==> config.mk <==
export PLATFORM = sky130hd
export DESIGN_NAME = apb_master_bridge
export DESIGN_NICKNAME = d
export VERILOG_FILES = /design/src/rtl/apb_bridge_pkg.sv /design/src/rtl/apb_cmd_fifo.sv /design/src/rtl/apb_master_bridge.sv
export SDC_FILE = /design/constraint.sdc
export NUM_CORES = 1
export LEC_CHECK = 0
export ABC_AREA = 1
export CORE_AREA = 2 2 183 185
export CTS_BUF_LIST = sky130_fd_sc_hd__clkbuf_4 sky130_fd_sc_hd__clkbuf_8
export DETAILED_ROUTE_END_ITERATION = 16
export DIE_AREA = 0 0 185 187
export PLACE_DENSITY = 0.85
export RECOVER_POWER = 100
export SLEW_MARGIN = 15
export SYNTH_ARGS = -nofsm -noshare
export SYNTH_HDL_FRONTEND = slang
export SYNTH_HIERARCHICAL = 1
export SYNTH_SLANG_ARGS = --single-unit
export TNS_END_PERCENT = 20
==> constraint.sdc <==
create_clock -name PCLK -period 4.1 [get_ports PCLK]
set_input_delay 1.23 -clock PCLK [delete_from_list [all_inputs] [get_ports PCLK]]
set_output_delay 1.23 -clock PCLK [all_outputs]
set_load 0.005 [all_outputs]
==> src/rtl/apb_bridge_pkg.sv <==
// apb_bridge_pkg: shared state encoding and width helpers for the APB master bridge
package apb_bridge_pkg;
  typedef enum logic [1:0] {IDLE, SETUP, ACCESS} apb_state_e;
  function automatic int strb_w(input int dw);
    return dw / 8;
  endfunction
  function automatic int slv_bits(input int n);
    return n > 1 ? $clog2(n) : 1;
  endfunction
  function automatic int cnt_w(input int n);
    return $clog2(n + 1) > 8 ? $clog2(n + 1) : 8;
  endfunction
endpackage

==> src/rtl/apb_cmd_fifo.sv <==
// apb_cmd_fifo: synchronous FIFO of command records with full/empty flags
module apb_cmd_fifo #(
  parameter type T = logic,
  parameter int DEPTH = 4
) (
  input  logic clk,
  input  logic rst,
  input  logic push,
  input  logic pop,
  input  T     din,
  output T     dout,
  output logic full,
  output logic empty
);
  localparam int AW = $clog2(DEPTH);
  T mem [DEPTH];
  logic [AW:0] wp, rp;
  assign dout  = mem[rp[AW-1:0]];
  assign empty = wp == rp;
  assign full  = wp == {~rp[AW], rp[AW-1:0]};
  // storage write, no reset needed on the data array
  always_ff @(posedge clk)
    if (push) mem[wp[AW-1:0]] <= din;
  // read/write pointers with an extra wrap bit to tell full from empty
  always_ff @(posedge clk or posedge rst)
    if (rst) begin
      wp <= '0;
      rp <= '0;
    end else begin
      if (push) wp <= wp + 1'b1;
      if (pop) rp <= rp + 1'b1;
    end
endmodule

==> src/rtl/apb_master_bridge.sv <==
// apb_master_bridge: APB4 master with command FIFO, slave decode and response register; APB_TIMEOUT_EN adds an ACCESS watchdog
module apb_master_bridge
  import apb_bridge_pkg::*;
#(
  parameter int ADDR_WIDTH     = 32,
  parameter int DATA_WIDTH     = 32,
  parameter int NUM_SLAVES     = 4,
  parameter int CMD_DEPTH      = 4,
  parameter int TIMEOUT_CYCLES = 16
) (
  input  logic                    PCLK,
  input  logic                    PRESET,
  input  logic                    cmd_valid,
  output logic                    cmd_ready,
  input  logic                    cmd_write,
  input  logic [ADDR_WIDTH-1:0]   cmd_addr,
  input  logic [DATA_WIDTH-1:0]   cmd_wdata,
  input  logic [DATA_WIDTH/8-1:0] cmd_strb,
  input  logic [2:0]              cmd_prot,
  output logic                    rsp_valid,
  input  logic                    rsp_ready,
  output logic [DATA_WIDTH-1:0]   rsp_rdata,
  output logic                    rsp_err,
  output logic [NUM_SLAVES-1:0]   PSEL,
  output logic                    PENABLE,
  output logic                    PWRITE,
  output logic [ADDR_WIDTH-1:0]   PADDR,
  output logic [DATA_WIDTH-1:0]   PWDATA,
  output logic [DATA_WIDTH/8-1:0] PSTRB,
  output logic [2:0]              PPROT,
  input  logic                    PREADY,
  input  logic [DATA_WIDTH-1:0]   PRDATA,
  input  logic                    PSLVERR
);
  localparam int SW = strb_w(DATA_WIDTH);
  localparam int SB = slv_bits(NUM_SLAVES);
  typedef struct packed {
    logic                  write;
    logic [ADDR_WIDTH-1:0] addr;
    logic [DATA_WIDTH-1:0] wdata;
    logic [SW-1:0]         strb;
    logic [2:0]            prot;
  } cmd_t;
  typedef struct packed {
    logic [DATA_WIDTH-1:0] rdata;
    logic                  err;
  } rsp_t;
  apb_state_e state, state_nx;
  cmd_t cmd_in, head;
  rsp_t rsp;
  logic full, empty, ready_q, launch, dec_err, done, abort, xfer_end;
  logic [SB-1:0] idx;
  assign cmd_in    = {cmd_write, cmd_addr, cmd_wdata, cmd_strb, cmd_prot};
  assign cmd_ready = ready_q & ~full;
  assign rsp_rdata = rsp.rdata;
  assign rsp_err   = rsp.err;
  assign idx       = NUM_SLAVES > 1 ? head.addr[ADDR_WIDTH-1 -: SB] : '0;
  assign dec_err   = NUM_SLAVES > 1 && 32'(idx) >= NUM_SLAVES;
  assign launch    = state == IDLE && !empty && (!rsp_valid || rsp_ready);
  assign done      = state == ACCESS && PREADY;
  assign xfer_end  = done | abort;
  apb_cmd_fifo #(.T(cmd_t), .DEPTH(CMD_DEPTH)) u_fifo (
    .clk  (PCLK),
    .rst  (PRESET),
    .push (cmd_valid & cmd_ready),
    .pop  (launch),
    .din  (cmd_in),
    .dout (head),
    .full (full),
    .empty(empty)
  );
`ifdef APB_TIMEOUT_EN
  localparam int TW = cnt_w(TIMEOUT_CYCLES);
  logic [TW-1:0] tcnt;
  // counts stalled ACCESS cycles; a PREADY in the limit cycle still completes normally
  always_ff @(posedge PCLK or posedge PRESET)
    if (PRESET) tcnt <= '0;
    else if (state == SETUP) tcnt <= '0;
    else if (state == ACCESS && !PREADY) tcnt <= tcnt + 1'b1;
  assign abort = state == ACCESS && !PREADY && tcnt == TW'(TIMEOUT_CYCLES - 1);
`else
  assign abort = TIMEOUT_CYCLES < 0;
`endif
  // state register
  always_ff @(posedge PCLK or posedge PRESET)
    if (PRESET) state <= IDLE;
    else state <= state_nx;
  // next state: decode errors never leave IDLE, they answer directly
  always_comb begin
    state_nx = state;
    state_nx = state == IDLE  ? (launch && !dec_err ? SETUP : IDLE) :
               state == SETUP ? ACCESS :
               xfer_end       ? IDLE : ACCESS;
  end
  // APB outputs and response register
  always_ff @(posedge PCLK or posedge PRESET)
    if (PRESET) begin
      ready_q   <= 1'b0;
      PSEL      <= '0;
      PENABLE   <= 1'b0;
      PWRITE    <= 1'b0;
      PADDR     <= '0;
      PWDATA    <= '0;
      PSTRB     <= '0;
      PPROT     <= '0;
      rsp_valid <= 1'b0;
      rsp       <= '0;
    end else begin
      ready_q <= 1'b1;
      if (launch && !dec_err) begin
        PSEL   <= NUM_SLAVES'(1) << idx;
        PWRITE <= head.write;
        PADDR  <= head.addr;
        PWDATA <= head.wdata;
        PSTRB  <= head.write ? head.strb : '0;
        PPROT  <= head.prot;
      end
      if (state == SETUP) PENABLE <= 1'b1;
      if (rsp_valid && rsp_ready) rsp_valid <= 1'b0;
      if (launch && dec_err) begin
        rsp_valid <= 1'b1;
        rsp       <= '{rdata: '0, err: 1'b1};
      end
      if (xfer_end) begin
        PSEL      <= '0;
        PENABLE   <= 1'b0;
        rsp_valid <= 1'b1;
        rsp.rdata <= done && !PWRITE && !PSLVERR ? PRDATA : '0;
        rsp.err   <= done ? PSLVERR : 1'b1;
      end
    end
endmodule
Word-level counts from Yosys, hierarchy flattened

Memories as Yosys holds them, arrays and structs flattened.
Index checks and enable logic that the tools add are counted.
Widths: inputs -> output; s select.

Register bits: 120
Bits in latches: 0
Memory bits (writable): 288
Bits in read-only memories: 0
Input bits: 110
Output and inout bits: 112
Word-level logic and storage cells: 55
Memories: 1

Memory list:

| memory     | words | width | rd ports | clocked after memory_dff | write ports | line               | text |
|---|---|---|---|---|---|---|---|
| u_fifo.mem | 4     | 72    | 1        | 0                        | 1           | apb_cmd_fifo.sv:16 | `T mem [DEPTH];` |

Add/subtract/negate cells: 2
$mul: 0
Div/mod/pow operators: 0
Magnitude comparators: 0
Equal/unequal tests: 4
Shifts and indexed selects: 1
Muxes and demuxes: 14
Bitwise logic cells: 4
Reduce and logical (&&, ||, !) cells: 15

Operators with widths:

| kind                | count |
|---|---|
| $mux 32             | 1 |
| $mux 4              | 3 |
| $mux 1              | 7 |
| $add 3x1->3 const B | 2 |
| $eq 3x3->1          | 2 |
| $logic_and 1x1->1   | 6 |
| $mux 2              | 3 |
| $reduce_bool 2->1   | 3 |
| $logic_not 1->1     | 4 |
| $shl 1x2->4 const A | 1 |
| $and 1x1->1         | 2 |
| $eq 2x1->1 const B  | 1 |
| $eq 2x2->1 const B  | 1 |
| $logic_not 2->1     | 1 |
| $not 1->1           | 2 |
| $logic_or 1x1->1    | 1 |

Longest topological paths before layout

Gate-level depths: netlist of run 1.

Depth after elaboration: 7
Mapped depth: 13
Mapped depth without buffers: 11

Hierarchy

The synthesis of run 1 kept the hierarchy.

Modules (own cells, without submodules):

| module            | instances | cells an instance | area each (um2) |
|---|---|---|---|
| apb_cmd_fifo      | 1         | 1029              | 11962.7 |
| apb_master_bridge | 1         | 497               | 4431.8 |

Worst setup path after synthesis of run 1

Ideal clock, no wire load.

Kind: input port to flip-flop
From: in cmd_valid
To: mem u_fifo/mem[3][0] (netlist bit) (enable)
Data arrival time: 3.143 ns
Data required time: 3.674 ns
Slack: 0.531 ns
Stages: 4
Buffers on the path: 1
Cells stage by stage: nor3b_1 > clkbuf_1 > nand2_1 > inv_1

Word-level cells in the longest chain between the ends: 3

RTL lines:

| item                         | line                    | text |
|---|---|---|
| start, declared              | apb_master_bridge.sv:13 | `input logic cmd_valid,` |
| $and 1x1->1                  | apb_master_bridge.sv:65 | `.push (cmd_valid & cmd_ready),` |
| $mux 1                       | apb_cmd_fifo.sv:23      | `if (push) mem[wp[AW-1:0]] <= din;` |
| $mux 1 (not written as such) | apb_cmd_fifo.sv:23      |  |
| end, declared                | apb_cmd_fifo.sv:16      |  |

No other way between the ends.

Worst setup path in the final report of run 1

From: reg u_fifo.rp[0]
To: mem u_fifo/mem[2][43] (netlist bit) (enable)

Word-level cells in the longest chain between the ends: 6

RTL lines:

| item                         | line                    | text |
|---|---|---|
| start, declared              | apb_cmd_fifo.sv:17      | `logic [AW:0] wp, rp;` |
| start signal, assigned       | apb_cmd_fifo.sv:31      | `if (pop) rp <= rp + 1'b1;` |
| $eq 3x3->1                   | apb_cmd_fifo.sv:20      | `assign full = wp == {~rp[AW], rp[AW-1:0]};` |
| net full                     | apb_master_bridge.sv:51 | `logic full, empty, ready_q, launch, dec_err, done, abort, xfer_end;` |
| $not 1->1                    | apb_master_bridge.sv:54 | `assign cmd_ready = ready_q & ~full;` |
| $and 1x1->1                  | apb_master_bridge.sv:54 |  |
| $and 1x1->1                  | apb_master_bridge.sv:65 |  |
| $mux 1                       | apb_cmd_fifo.sv:23      |  |
| $mux 1 (not written as such) | apb_cmd_fifo.sv:23      |  |

The timed path passes the listed nets, and every way through them passes these cells.

==> reports/results.ini, run 1 <==
[timing]
max_clock_freq_ghz=0.260
max_slew_margin_pct=-13.4
setup_viol=0
rsz0062_at_grt=no
slew_violations=282
setup_tns_ps=0
fin_ws_ps=251
hold_ws_ps=471
period_share_pct=93.9
min_period_ps=3850
skew_ps=22.6
finalHoldViolCount=0
tightestPinTransition_ps=1700

[power]
p_seq_share_pct=40.4
p_switching_mw=4.87
internal_power_mw=9.42
clkPwrFrac_pct=27.0
comb_power_share_pct=32.6
power_density_nw_per_um2=699
peakVddDrop_uv=427
p_sw_share_pct=34.1
leakagePower_nw=9.11
design_power_total_mw=14.3

[route]
drcViolationCount=0
wire_per_inst_um=16.3
detail-route-antenna-nets=0
dr.pass1.iters=7
wirelength_um=37000
num_vias=11300
viasPerCell=4.99
first_iter_violations=720

[logic_synthesis]
synth_most_common_cell=nand2_1
synth_cell_type_count=23
yosysWarnings=6
synth-main-ff-cell=edfxtp_1
avgSynthCellArea_um2=10.7
synth_nets=1641
postSynthCellCount=1526
synth.top_cells.by_area=edfxtp_1 53%, dfrtp_1 18%, nand2_1 17%, nand3_1 3.3%, or2_1 2.4%
async_flop_share_pct=29.4
yosysTopAreaCell=edfxtp_1
synth_commonest_cells=733 x nand2_1, 288 x edfxtp_1, 120 x dfrtp_1, 108 x nand3_1, 90 x inv_1
synth_area_um2=16400
synth_edf_count=288
synth.top_cell.area_share_pct=52.8
synth-seq-cells=408
ys_seq_area_share_pct=71.1

[grt]
globalRouteTotalUtil_pct=21.6
grt_overflow=0
grt_first_pass_wirelength_um=58800
antenna_found_initial=9
grt_max_degree=115
grt_pass1_vias=11900

[finish]
final_cells=2263
drive_gt1_share_pct=8.41
nFillCells=2484
area.sequential_um2=11700
utilization_pct=62.2
multi_input_area_um2=3990
design_area_um2=20400
nNetsFinal=1870
area_growth_pct=24.7

[cts]
post_cts_buffers=0
cts_buffers=61
h-tree-depth=2
clk_pin_slew_ps=60
clk_path_buf_depth=3
cts_tree=built
root_buffer=clkbuf_8
clock-sinks=408
worstSkewPairLatency_ps=610
postCtsHoldBufs=0
cts_resized=0

[status]
violations=max-capacitance violations, max-slew violations
status=complete, but fails checks

[worst_setup_path]
required_ps=4290
max_stage_delay_ps=790
cp_slowest_cell=dfrtp_4
worstSetupEndpointType=register
path_class=reg -> reg
path_common_cell=nand2_1
arrival_ps=4040
start_kind=register
crit_chain=nand2_1, nand2_1, nand2_1, nor2_1, nor3b_1, clkbuf_1, nand2_1, clkinvlp_2, clkbuf_2
crit_fanout=61

[place]
io_buffers=221
placedCellCount=2140
post_dp_cell_area_um2=19100
gp_congestion=0.769
place_ws_ps=975
dp_hpwl_um=23500

[flow_run]
drv_cap=4

[die]
die_y_um=187
die_area_um2=34600
io_pins=222
fp.coreArea_um2=32900
die_w_um=185
rows=67
initial_core_util_pct=49.9

[worst_hold_path]
hp-class=reg -> reg

critical path: cells and delay by family, from the launching register on:
kind / cells / cell delay (ps)
and+or+nand+nor: 6 / 850
buffers and inverters: 3 / 1740
DFF: 1 / 790
sequential cells by signal, indices dropped and copies added, names as in the netlist, 4 cells and up:
register	flops
PADDR	32
PSTRB	4
rsp_rdata	32
u_fifo/mem	288
PWDATA	32
PSEL	4
final timing paths:
kind	startpoint	to	slack [ps]	cells after the start
min reg2reg	rsp_rdata[5]	rsp_rdata[5]	470	2
max reg2reg	u_fifo/rp[0]	u_fifo/mem[2][43]	250	9
max in group asynchronous	PRESET	PWDATA[24]	1370	3
max	u_fifo/rp[0]	u_fifo/mem[2][43]	250	9
min	rsp_rdata[5]	rsp_rdata[5]	470	2
min in group asynchronous	PRESET	u_fifo/wp[0]	1090	2
metal layers:
layer	GRT usage (%)	part of all wire, %	up-vias
met4	9.40	2.7	4
met5	0	0.073	-
met3	4.79	7.3	84
li1	-	-	5366
met1	25.2	40	5410
met2	38.0	50	426
logic make-up after synthesis:
family                     after synthesis  share of synthesized area [%]
and+or+nand+nor                        928                           23.3
AOI/OAI and AO/OA                       10                          0.305
other                                    1                         0.0229
xor gates and xnor gates                 6                          0.321
DFF                                    408                           71.1
buffers and inverters                  168                           4.59
adders and majority gates                5                          0.382
cell type report:
cell class | count | area share [%]
diodes | 7 | 0.0857
clock buffers | 94 | 5.72
clock inverters | 22 | 1.56
inverters | 94 | 1.79
multi-input cells | 950 | 19.5
flip-flops and latches | 408 | 57.0
well taps | 448 | 2.74
repair buffers | 240 | 11.5
power by group through the flow:
stage | Combinational (mW) | Sequential, mW | Clock (mW)
6_report | 4.66 | 5.77 | 3.86
5_1_grt | 5.24 | 5.87 | 4.12
4_1_cts | 4.90 | 5.79 | 3.94
3_5_place_dp | 4.85 | 5.86 | 0
3_3_place_gp | 4.65 | 5.82 | 0
2_1_floorplan | 2.95 | 5.76 | 0
cell usage in the layout (no fill, tap or decap), drive strengths merged:
cell type	instances
buf	9
bufinv	8
clkbuf	104
clkdlybuf4s50	36
clkinv	12
clkinvlp	6
conb	1
dfrtp	120
diode	7
dlygate4sd3	185
edfxtp	288
ha	5
inv	90
nand2	733
nand3	110
nor2	12
nor3b	1
o21ai	10
or2	72
xnor2	2
xor2	4
(Power assumes the default switching activity.)
==> run 2: changes to the inputs <==
CTS_CLUSTER_SIZE = 24   (was default)
SETUP_SLACK_MARGIN = 0.5   (was default)
SLEW_MARGIN = 20   (was 15)
==> reports/results.ini, run 2 (synthesis results as in run 1) <==
[place]
gp_congestion=0.769  ; unchanged
post_dp_cell_area_um2=19100  ; unchanged
dp_hpwl_um=23500  ; unchanged
io_buffers=221  ; unchanged

[cts]
root_buffer=clkbuf_8
cts_tree=built
clk_path_buf_depth=3  ; unchanged
clock-sinks=408  ; unchanged
h-tree-depth=2  ; unchanged
clk_pin_slew_ps=60  ; about the same
cts_buffers=61  ; unchanged
worstSkewPairLatency_ps=610  ; about the same

[route]
num_vias=11300  ; +0.062%
wirelength_um=37200  ; +0.57%
dr.pass1.iters=5  ; -2
detail-route-antenna-nets=0  ; unchanged
drcViolationCount=0  ; unchanged
viasPerCell=4.99  ; about the same
wire_per_inst_um=16.4  ; +0.53%
first_iter_violations=765  ; +6.3%

[worst_setup_path]
timing.rr.start=u_fifo/rp[0]
timing.rr.end=u_fifo/mem[3][54]
r2r_setup_slack_ps=470  ; +220 ps
path_class=reg -> out
arrival_ps=2440  ; -1600 ps
worstSetupEndpointType=output pin
required_ps=2870  ; -1420 ps
crit_fanout=32  ; -48%
r2r.worst_path.cells=10  ; +1
start_kind=register

[grt]
antenna_found_initial=9  ; unchanged
grt_max_degree=115  ; unchanged
grt_pass1_vias=12000  ; +0.70%
globalRouteTotalUtil_pct=21.7  ; +0.17 points
grt_overflow=0  ; unchanged
grt_first_pass_wirelength_um=59200  ; +0.65%

[timing]
setup_tns_ps=0  ; unchanged
rsz0062_at_grt=no
hold_ws_ps=471  ; -0.00800 ps
skew_ps=25.6  ; +2.96 ps
tightestPinTransition_ps=1720  ; +15.7 ps
finalHoldViolCount=0  ; unchanged
max_clock_freq_ghz=0.272  ; +4.8%
min_period_ps=3670  ; -177 ps
setup_viol=0  ; unchanged
period_share_pct=89.6  ; -4.3 points
slew_violations=241  ; -15%
max_slew_margin_pct=-14.5  ; -1.0 points

[worst_hold_path]
hp-class=reg -> reg
hold_start=rsp_rdata[5]
holdPathEnd=rsp_rdata[5]
holdPathStages=2  ; unchanged

[die]
die_w_um=185  ; unchanged
rows=67  ; unchanged
initial_core_util_pct=49.9  ; unchanged
die_y_um=187  ; unchanged
io_pins=222  ; unchanged
die_area_um2=34600  ; unchanged
fp.coreArea_um2=32900  ; unchanged

[power]
p_sw_share_pct=34.1  ; +0.042 points
p_seq_share_pct=40.0  ; -0.4 points
p_switching_mw=4.90  ; +0.60%
comb_power_share_pct=33.2  ; +0.6 points
clkPwrFrac_pct=26.9  ; about the same
internal_power_mw=9.46  ; +0.41%
leakagePower_nw=9.13  ; +0.25%
power_density_nw_per_um2=699  ; about the same
design_power_total_mw=14.4  ; +0.48%
peakVddDrop_uv=469  ; +9.7%

[finish]
final_common_cell=nand2_1
utilization_pct=62.5  ; +0.30 points
design_area_um2=20500  ; +0.48%
layout_common_cells=733 x nand2_1, 288 x edfxtp_1, 185 x dlygate4sd3_1
drive_gt1_share_pct=8.51  ; +0.11 points
nNetsFinal=1871  ; +0.053%
largest_reg_flops=288  ; unchanged
area_growth_pct=25.3

[status]
violations=max-capacitance violations, max-slew violations
status=complete, but fails checks

[flow_run]
drv_cap=3  ; -1

==> run 2: cell count changes in the layout (fill, tap and decap cells not counted) <==
cell and delta:
buf_2 -1, clkbuf_2 -2, clkbuf_4 -1, buf_12 +5, buf_16 +1, clkinvlp_2 +1, clkinv_2 +1, buf_4 -1
inv_4 -1, inv_1 -1
==> run 2: worst max-delay path: stages, from the launching register on <==
cell	delay [ps]
dfrtp_4	650
clkinvlp_2	240
nand2_1	100
nand2_1	50
nand2_1	80
nor2_1	90
nor2_1	120
clkdlybuf4s50_1	510
==> run 2: layer usage <==
metal | GRT usage (%) | wire (um) | up-vias
li1 | - | - | 5364
met1 | 25.2 | 14800 | 5407
met2 | 38.4 | 18700 | 435
met3 | 4.48 | 2720 | 87
met4 | 10.3 | 1040 | 4
met5 | 0 | 27 | -
==> run 2: power groups by stage <==
| stage | clock network (mW) | registers [mW] | logic, mW |
|---|---|---|---|
| floorplan | 0 | 5.76 | 2.95 |
| global route | 4.12 | 5.83 | 5.34 |
| finish | 3.86 | 5.74 | 4.76 |
| detailed placement | 0 | 5.86 | 4.85 |
| global placement | 0 | 5.82 | 4.65 |
| CTS | 3.94 | 5.76 | 4.98 |
==> run 2: repair_timing <==
action	CTS	global route
buffers inserted	1	0
setup endpoints to repair	1	0
hold buffers	0	0
gates resized for setup	1	0
==> run 2: worst max-delay path by stage <==
stage / from / endpoint / slack (ps)
5_1_grt: u_fifo/rp[0] / u_fifo/mem[3][54] / 250
3_5_place_dp: u_fifo/rp[0] / cmd_ready / 980
2_1_floorplan: cmd_valid / u_fifo/mem[3][0] / 530
3_3_place_gp: rsp_ready / PWDATA[23] / 1030
6_report: u_fifo/rp[0] / cmd_ready / 430
4_1_cts: u_fifo/rp[0] / cmd_ready / 580
==> run 2: area by class of cell <==
class                           count  area (um^2)
Clock buffer                       94         1170
Tap cell                          448          561
Inverter                           94          365
Clock inverter                     22          319
Fill cell                        2464        12300
Antenna cell                        7         17.5
Multi-Input combinational cell    950         3990
Timing Repair Buffer              241         2450
Sequential cell                   408        11700
==> run 2: stage by stage <==
stage	cells	worst slack [ps]
final	2264	427
after global routing	2262	248
after CTS	2257	577
after detailed placement	2140	975
after global placement	2140	1030
after floorplan	1526	531
